**src/rtl/i2c_master.sv**
```systemverilog
// Single-byte I2C master: START, {addr,rw}, ACK, one data byte, ACK/NACK, STOP.
// SCL is a push-pull clock built from CLK_DIV system clocks per quarter-bit.
// SDA is open-drain: sda_oe=1 pulls the line low, 0 releases it to the pull-up.
module i2c_master #(
  parameter int CLK_DIV = 4
) (
  input  logic       clk,
  input  logic       rst_n,
  input  logic       start,
  input  logic       rw,
  input  logic [6:0] slave_addr,
  input  logic [7:0] wdata,
  output logic       busy,
  output logic       done,
  output logic       ack_err,
  output logic [7:0] rdata,
  output logic       scl,
  output logic       sda_oe,
  input  logic       sda_in
);

  localparam int DIV_W = (CLK_DIV > 1) ? $clog2(CLK_DIV) : 1;

  typedef enum logic [3:0] {
    IDLE, START, ADDR, AACK, WDATA, WACK, RDATA, RNACK, STOP
  } state_t;

  state_t           state_q, state_d;
  logic [DIV_W-1:0] div_q, div_d;
  logic [1:0]       q_q, q_d;
  logic [2:0]       bit_q, bit_d;
  logic [7:0]       sh_q, sh_d;
  logic [7:0]       wdata_q, wdata_d;
  logic [7:0]       rdata_q, rdata_d;
  logic             rw_q, rw_d;
  logic             busy_q, busy_d;
  logic             done_q, done_d;
  logic             ack_err_q, ack_err_d;
  logic             scl_q, scl_d;
  logic             sda_oe_q, sda_oe_d;

  logic qtick;
  logic sample;
  logic slot_end;

  // Quarter tick and the two points of interest inside a bit slot.
  assign qtick    = busy_q && (div_q == DIV_W'(CLK_DIV - 1));
  assign sample   = qtick && (q_q == 2'd2);
  assign slot_end = qtick && (q_q == 2'd3);

  // State register: every flop of the controller, cleared by the async reset.
  // NOTE: sequential state uses non-blocking (<=) so all flops update together
  // from pre-edge values; blocking here would create order-dependent races.
  always_ff @(posedge clk or negedge rst_n) begin
    if (!rst_n) begin
      state_q   <= IDLE;
      div_q     <= '0;
      q_q       <= '0;
      bit_q     <= '0;
      sh_q      <= '0;
      wdata_q   <= '0;
      rdata_q   <= '0;
      rw_q      <= 1'b0;
      busy_q    <= 1'b0;
      done_q    <= 1'b0;
      ack_err_q <= 1'b0;
      scl_q     <= 1'b1;
      sda_oe_q  <= 1'b0;
    end else begin
      state_q   <= state_d;
      div_q     <= div_d;
      q_q       <= q_d;
      bit_q     <= bit_d;
      sh_q      <= sh_d;
      wdata_q   <= wdata_d;
      rdata_q   <= rdata_d;
      rw_q      <= rw_d;
      busy_q    <= busy_d;
      done_q    <= done_d;
      ack_err_q <= ack_err_d;
      scl_q     <= scl_d;
      sda_oe_q  <= sda_oe_d;
    end
  end

  // Next-state: request accept, divider/phase advance, sampling and slot sequencing.
  // NOTE: every signal gets a default at the top so no path leaves it unassigned,
  // which is what keeps this block from inferring latches.
  always_comb begin
    state_d   = state_q;
    div_d     = div_q;
    q_d       = q_q;
    bit_d     = bit_q;
    sh_d      = sh_q;
    wdata_d   = wdata_q;
    rdata_d   = rdata_q;
    rw_d      = rw_q;
    busy_d    = busy_q;
    done_d    = 1'b0;
    ack_err_d = ack_err_q;

    if (!busy_q) begin
      div_d = '0;
      q_d   = '0;
      bit_d = '0;
      if (start) begin
        busy_d    = 1'b1;
        state_d   = START;
        sh_d      = {slave_addr, rw};
        wdata_d   = wdata;
        rw_d      = rw;
        ack_err_d = 1'b0;
      end
    end else begin
      div_d = qtick ? '0 : div_q + 1'b1;
      if (qtick) q_d = q_q + 2'd1;

      // SDA is read on the tick that ends the first SCL-high quarter.
      if (sample) begin
        case (state_q)
          AACK, WACK: ack_err_d = ack_err_q | sda_in;
          RDATA:      sh_d      = {sh_q[6:0], sda_in};
          default:    ;
        endcase
      end

      if (slot_end) begin
        case (state_q)
          START: state_d = ADDR;
          ADDR: begin
            sh_d  = {sh_q[6:0], 1'b0};
            bit_d = bit_q + 3'd1;
            if (bit_q == 3'd7) state_d = AACK;
          end
          AACK: begin
            if (rw_q) begin
              state_d = RDATA;
            end else begin
              state_d = WDATA;
              sh_d    = wdata_q;
            end
          end
          WDATA: begin
            sh_d  = {sh_q[6:0], 1'b0};
            bit_d = bit_q + 3'd1;
            if (bit_q == 3'd7) state_d = WACK;
          end
          WACK:  state_d = STOP;
          RDATA: begin
            bit_d = bit_q + 3'd1;
            if (bit_q == 3'd7) state_d = RNACK;
          end
          RNACK: state_d = STOP;
          STOP: begin
            state_d = IDLE;
            busy_d  = 1'b0;
            done_d  = 1'b1;
            if (rw_q) rdata_d = sh_q;
          end
          default: state_d = IDLE;
        endcase
      end
    end
  end

  // Output decode from next-state values so SCL/SDA leave clean flops in step.
  always_comb begin
    scl_d    = 1'b1;
    sda_oe_d = 1'b0;
    case (state_d)
      IDLE:        ;
      START:       sda_oe_d = q_d[1];
      ADDR, WDATA: begin
        scl_d    = q_d[1];
        sda_oe_d = ~sh_d[7];
      end
      STOP: begin
        scl_d    = (q_d != 2'd0);
        sda_oe_d = ~q_d[1];
      end
      default:     scl_d = q_d[1];
    endcase
  end

  assign busy    = busy_q;
  assign done    = done_q;
  assign ack_err = ack_err_q;
  assign rdata   = rdata_q;
  assign scl     = scl_q;
  assign sda_oe  = sda_oe_q;

endmodule

```
**config.mk**
```make
export PLATFORM = sky130hd
export DESIGN_NAME = i2c_master
export DESIGN_NICKNAME = d
export VERILOG_FILES = /design/src/rtl/i2c_master.sv
export SDC_FILE = /design/constraint.sdc
export NUM_CORES = 1
export LEC_CHECK = 0
export CORE_UTILIZATION = 30
export DETAILED_ROUTE_END_ITERATION = 7
export PLACE_DENSITY_LB_ADDON = 0.3
export SYNTH_ARGS = -nofsm -noshare
export SYNTH_HDL_FRONTEND = slang
export SYNTH_SLANG_ARGS = --single-unit
```
**constraint.sdc**
```tcl
create_clock -name clk -period 2.4 [get_ports clk]
set_clock_uncertainty 0.15 [all_clocks]
set_input_delay 0.24 -clock clk [delete_from_list [all_inputs] [get_ports clk]]
set_output_delay 0.24 -clock clk [all_outputs]
set_load 0.02 [all_outputs]
```
[Word-level counts from Yosys, hierarchy flattened]
Cells that the tools add are included.
Storage, ports and cells
  input port bits: 20
  register bits after elaboration: 41
  output and inout bits: 13
  word-level logic and storage cells: 92
Operators by class
  $add $sub $neg: 3
  multiplexer cells: 35
  equal/unequal tests: 20
  bitwise operators: 4
  reduce and logical (&&, ||, !) cells: 16
Operator list (count)
  8-bit 2-to-1 mux: 6
  4-bit 2-to-1 mux: 6
  4-bit one-hot mux with 6 select lines: 1
  4-bit by 3-bit equality test with 1-bit output (second input constant): 5
  8-bit one-hot mux with 2 select lines: 1
  4-bit by 2-bit equality test with 1-bit output (second input constant): 3
  1-bit 2-to-1 mux: 11
  2-bit 2-to-1 mux: 5
  2-bit OR reduction: 5
  3-bit 2-to-1 mux: 3
  4-bit by 1-bit equality test with 1-bit output (second input constant): 2
  4-bit equality test (second input constant): 2
  2-bit equality test (second input constant): 3
  2-bit by 1-bit inequality test with 1-bit output (second input constant): 3
  2-bit by 1-bit adder with 2-bit output (second input constant): 2
  4-bit zero test: 1
  2-bit AND reduction: 2
  4-bit AND reduction: 1
  2-bit nonzero test: 2
  3-bit by 1-bit adder with 3-bit output (second input constant): 1
  3-bit equality test (second input constant): 1
  1-bit logical AND: 3
  1-bit inverter: 3
  1-bit one-hot mux with 3 select lines: 1
  5 further kinds: 5

[Logic depth before layout (Yosys ltp)]
  depth after elaboration: 10
  depth in mapped cells: 9
  gate-level depth less buffers: 8

[Worst setup path after synthesis]
OpenSTA, ideal clock, no wires.
  path kind: reg-to-reg
  start point: register div_q[0]
  end point: register sda_oe_q (netlist: sda_oe)
  buffers on the path: 1
  clock period less this slack: 2.207 ns
  arrival time: 1.976 ns
  cell stages (with the launch flop): 9
  setup time: 0.080 ns
  slack: 0.193 ns
  required time: 2.170 ns
  path through: dfrtp_1 > ha_1 > and4b_1 > and4b_1 > buf_6 > mux2_4 > a311oi_4 > a31oi_1 > o211ai_2
On the way
  cells in the longest elaborated chain, start to end: 10
  elaborated cells between the ends (all ways): 21
  classes of those cells: eq/ne (5); mux (10); bitwise (2); reduce/logical (4)
Ends and longest elaborated chain
  start, declared: RTL line 29  | logic [DIV_W-1:0] div_q, div_d;
  start signal, assigned: RTL line 71  | div_q <= div_d;
  2-bit equality test *: RTL line 47  | assign qtick = busy_q && (div_q == DIV_W'(CLK_DIV - 1));
  1-bit logical AND *: RTL line 47
  1-bit logical AND: RTL line 48  | assign sample = qtick && (q_q == 2'd2);
  8-bit 2-to-1 mux: RTL line 119  | if (sample) begin
  8-bit 2-to-1 mux: RTL line 136  | if (rw_q) begin
  8-bit one-hot mux with 2 select lines: RTL line 128  | case (state_q)
  8-bit 2-to-1 mux: RTL line 127  | if (slot_end) begin
  8-bit 2-to-1 mux: RTL line 102  | if (!busy_q) begin
  1-bit inverter: RTL line 175  | sda_oe_d = ~sh_d[7];
  1-bit one-hot mux with 3 select lines *: RTL line 170  | case (state_d)
  via sda_oe_d: RTL line 40  | logic sda_oe_q, sda_oe_d;
  end signal, assigned: RTL line 82  | sda_oe_q <= sda_oe_d;
  end, declared: RTL line 40
The timed path passes the listed nets; every way through them passes the cells marked *.
A chain may end at the register's enable or synchronous reset.

[Worst setup path after layout]
  start point: register q_q[0]
  end point: register sda_oe_q (netlist: sda_oe)
On the way
  cells in the longest elaborated chain, start to end: 9
  elaborated cells between the ends (all ways): 22
  classes of those cells: add/sub (1); eq/ne (6); mux (10); bitwise (2); reduce/logical (3)
Ends and longest elaborated chain
  start, declared: RTL line 30  | logic [1:0] q_q, q_d;
  start signal, assigned: RTL line 72  | q_q <= q_d;
  2-bit equality test: RTL line 48
  1-bit logical AND: RTL line 48
  8-bit 2-to-1 mux: RTL line 119
  8-bit 2-to-1 mux: RTL line 136
  8-bit one-hot mux with 2 select lines: RTL line 128
  8-bit 2-to-1 mux: RTL line 127
  8-bit 2-to-1 mux: RTL line 102
  1-bit inverter: RTL line 175
  1-bit one-hot mux with 3 select lines *: RTL line 170
  via sda_oe_d: RTL line 40
Marked as above.

==> qor.txt <==
STA
--------------------------------------------------------------------------------
Setup repair after global routing missed its margin ...............        false
Worst Hold Slack ..................................................     0.283 ns
Total setup violations reported at the end of the flow ............            0
Relative slew slack ...............................................        0.648
Final period util .................................................        0.921
Actual transition at the worst max-transition pin .................     0.528 ns
Final setup TNS ...................................................         0 ns
Number of max-slew violations in the final report .................            0
Highest achievable clock rate .....................................      452 MHz
Count of endpoints failing hold in the final timing report ........            0
Final period demand of the worst path .............................      2.21 ns

GRT
--------------------------------------------------------------------------------
Combined global-route utilization of all metal layers .............        0.144
Via count of the first global-routing pass ........................        1,563
Global-route wire length before repair ............................      8130 µm
Met3 usage ........................................................       0.0371
Number of antenna violations at the first check in global routing .            0
Global-route met2 utilization .....................................        0.217
Largest net degree at the start of global routing .................           42
Met1 layer usage reported by global route .........................        0.197
Top Usage Layer GRT ...............................................         met2
GRT Residual Overflow .............................................            0

CTS
--------------------------------------------------------------------------------
Clock tree from TritonCTS .........................................          yes
Clock root cell ................................................... sky130_fd_sc_hd__clkbuf_8
Post-cts resize count .............................................            0
CTS HTree Levels ..................................................            2
Reg clk slew, reported paths ......................................      0.09 ns
Maximum clock insertion buffer count ..............................            2
Post-CTS setup repair buffer count ................................            0
Number of sinks on the clock net ..................................           41
Hold Buf Count CTS ................................................            1
Skew-Pair Late Insertion Delay ....................................      0.30 ns
Number of buffers created by CTS ..................................            5

LAYOUT
--------------------------------------------------------------------------------
Total inserted antenna cells ......................................            0
Non-filler instance count after layout ............................          325
# nets final ......................................................          253
Top library cells by usage in the layout, fill and taps aside ..... sky130_fd_sc_hd__dfrtp_1 (40), sky130_fd_sc_hd__clkdlybuf4s50_1 (31), sky130_fd_sc_hd__mux2_2 (24)
Most common library cell in the layout ignoring fill and taps ..... sky130_fd_sc_hd__dfrtp_1
Proportion of layout cells with a drive suffix above 1 ............        0.214
Layout overhead on the synthesized area ...........................        27.4%
Final instance area ...............................................     2730 µm²
Fillcell total ....................................................          702

YOSYS
--------------------------------------------------------------------------------
Number of flops mapped to enable cells by yosys ...................            0
Number of nets produced by synthesis ..............................          213
Area contributors post-synth ...................................... sky130_fd_sc_hd__dfrtp_1 (47%), sky130_fd_sc_hd__mux2_2 (13%), sky130_fd_sc_hd__mux2i_1 (4.2%)
Number of unique standard cell types used by synthesis ............           42
Fraction of registers with async set/reset ........................         1.00
Count of mapped cells out of synthesis ............................          188
Netlist area before placement .....................................     2140 µm²
Avg Inst Size Synth ...............................................     11.4 µm²
Share of Yosys cell area claimed by the top area cell type ........        0.467
Yosys Warn Count ..................................................            0
Most area-hungry cell type in the Yosys netlist ................... sky130_fd_sc_hd__dfrtp_1
Sequential share of the synthesized area ..........................        0.479
Synth Register Bits ...............................................           41
Most used flip-flop cell after synthesis .......................... sky130_fd_sc_hd__dfrtp_1

WORST SETUP PATH
--------------------------------------------------------------------------------
CP cell instances ................................................. inv_1 -> ha_1 -> and4b_1 -> and4b_1 -> mux2_4 -> a311oi_4 -> a31oi_1 -> o211ai_2
CP endpoint kind ..................................................         flop
Crit path buffers/inverters .......................................            1
Top delay family on crit path ..................................... compound AO/OA/AOI/OAI gates
Biggest cell delay along the critical path ........................      0.41 ns
Worst-path fanout max .............................................            3
Required time reported for the critical path endpoint .............      2.48 ns
Startpoint class of the critical path .............................         flop
Slowest cell on the critical path ................................. sky130_fd_sc_hd__dfrtp_1
Type of the setup path with the least slack ....................... flop to flop
Arr. time, crit path ..............................................      2.29 ns
Dominant cell type by count on the critical path .................. sky130_fd_sc_hd__and4b_1

DRT
--------------------------------------------------------------------------------
Iter 0 DRT Violations .............................................           77
Number of vias per cell after detailed routing ....................         4.99
Total via count after detailed routing ............................        1,622
Total iterations of the first detailed-routing run ................            4
Antenna violation net count after detailed routing ................            0
Number of remaining DRC errors ....................................            0
Post-Route WL .....................................................      4870 µm
Wire length per cell ..............................................      15.0 µm

PLACE
--------------------------------------------------------------------------------
Placed Instance Area ..............................................     2610 µm²
Number of buffer cells added on primary ports .....................           32
DP Wirelength .....................................................      3450 µm
Number of instances in the placed design ..........................          316
Last weighted congestion value of the routability-driven placer ...        0.783

FLOORPLAN
--------------------------------------------------------------------------------
Floorplan row count ...............................................           30
Die W .............................................................      86.6 µm
Die area ..........................................................     7490 µm²
Initial Utilization ...............................................        0.314
Core Region .......................................................     6830 µm²
Height of the die .................................................      86.6 µm
Number of top-level design ports ..................................           33

RUN
--------------------------------------------------------------------------------
Max-capacitance violation count ...................................            0

POWER AND IR DROP
--------------------------------------------------------------------------------
Total power per unit cell area ....................................   957 nW/µm²
Highest ir drop seen on vdd .......................................     0.270 mV
Leak ..............................................................      1.17 nW

WORST HOLD PATH
--------------------------------------------------------------------------------
Type of the most critical hold path ............................... flop to flop

OUTCOME
--------------------------------------------------------------------------------
Outcome ........................................................... complete, no violations

-- per-stage QoR --
step           worst slack (ns)   util  power, W
2_1_floorplan             0.193      -   0.00175
3_3_place_gp              0.294  0.382   0.00203
3_5_place_dp              0.210  0.382   0.00205
4_1_cts                   0.180  0.400   0.00264
5_1_grt                  0.0749  0.400   0.00280
6_report                  0.189  0.400   0.00261
-- report_power, final --
group          leakage (nW)  switching, W  internal (W)
combinational         0.595      0.000479      0.000494
clock                0.0554      0.000257      0.000313
sequential            0.520      0.000194      0.000875
-- synthesized netlist by cell type (3+ instances only) --
master,number
sky130_fd_sc_hd__mux2_2,24
sky130_fd_sc_hd__and2_1,3
sky130_fd_sc_hd__o21a_1,7
sky130_fd_sc_hd__buf_2,3
sky130_fd_sc_hd__and4b_1,4
sky130_fd_sc_hd__a21oi_1,8
sky130_fd_sc_hd__nor2b_1,4
sky130_fd_sc_hd__o221ai_1,6
sky130_fd_sc_hd__clkbuf_1,5
sky130_fd_sc_hd__ha_1,5
sky130_fd_sc_hd__nand4_1,3
sky130_fd_sc_hd__nand2_1,10
sky130_fd_sc_hd__nor2_1,10
sky130_fd_sc_hd__o21ai_0,5
sky130_fd_sc_hd__dfrtp_1,40
sky130_fd_sc_hd__inv_1,6
sky130_fd_sc_hd__mux2i_1,9
sky130_fd_sc_hd__a22oi_1,6
-- layout make-up --
| cell class | instances | area [µm²] | share of cell area |
|---|---|---|---|
| Clock inverter | 2 | 38.8 | 0.0142 |
| Timing Repair Buffer | 45 | 415 | 0.152 |
| Multi-Input combinational cell | 129 | 1030 | 0.379 |
| Clock buffer | 6 | 72.6 | 0.0266 |
| Tap cell | 96 | 120 | 0.0440 |
| Inverter | 6 | 22.5 | 0.00825 |
| Sequential cell | 41 | 1030 | 0.376 |
-- worst register-to-register path: cells and delay by family (launching register included) --
family / cells / cell delay (ns)
AO/OA/AOI/OAI: 3 / 0.59
flip-flops: 1 / 0.41
multiplexers: 1 / 0.32
buffers and inverters: 1 / 0.07
AND/OR/NAND/NOR: 2 / 0.46
adder cells (fa/ha/maj): 1 / 0.14
-- routing by layer --
| metal | routed length, µm | share of wire | vias up |
|---|---|---|---|
| met5 | 0 | 0 | - |
| met4 | 79 | 0.016 | 0 |
| met3 | 209 | 0.043 | 8 |
| met2 | 2280 | 0.47 | 37 |
| met1 | 2300 | 0.47 | 807 |
| li1 | - | - | 770 |
-- state kept, by name, indices dropped and copies added (netlist names) --
| name | count |
|---|---|
| rw_q | 1 |
| q_q | 2 |
| wdata_q | 8 |
| sda_oe | 1 |
| ack_err | 1 |
| busy | 1 |
| sh_q | 8 |
| state_q | 4 |
| done | 1 |
| rdata | 8 |
| div_q | 2 |
| bit_q | 3 |
| scl | 1 |
-- cells by family after synthesis --
kind of cell	count (synthesis)	synth area share
xor+xnor	2	0.00817
simple gates	45	0.118
mux	34	0.175
compound gates	43	0.152
buf+inv	18	0.0385
flops	41	0.479
fa+ha+maj	5	0.0292
-- final timing paths --
| path | to | slack (ns) | cells after the start | from |
|---|---|---|---|---|
| max in group asynchronous | scl | 1.34 | 3 | rst_n |
| setup reg to reg | sda_oe | 0.19 | 8 | q_q[0] |
| hold reg to reg | div_q[0] | 0.28 | 1 | div_q[0] |
| setup / recovery | sda_oe | 0.19 | 8 | q_q[0] |
| min in group asynchronous | rdata[6] | 0.38 | 3 | rst_n |
| hold / removal | div_q[0] | 0.28 | 1 | div_q[0] |
Power figures use the tool's default switching activity.
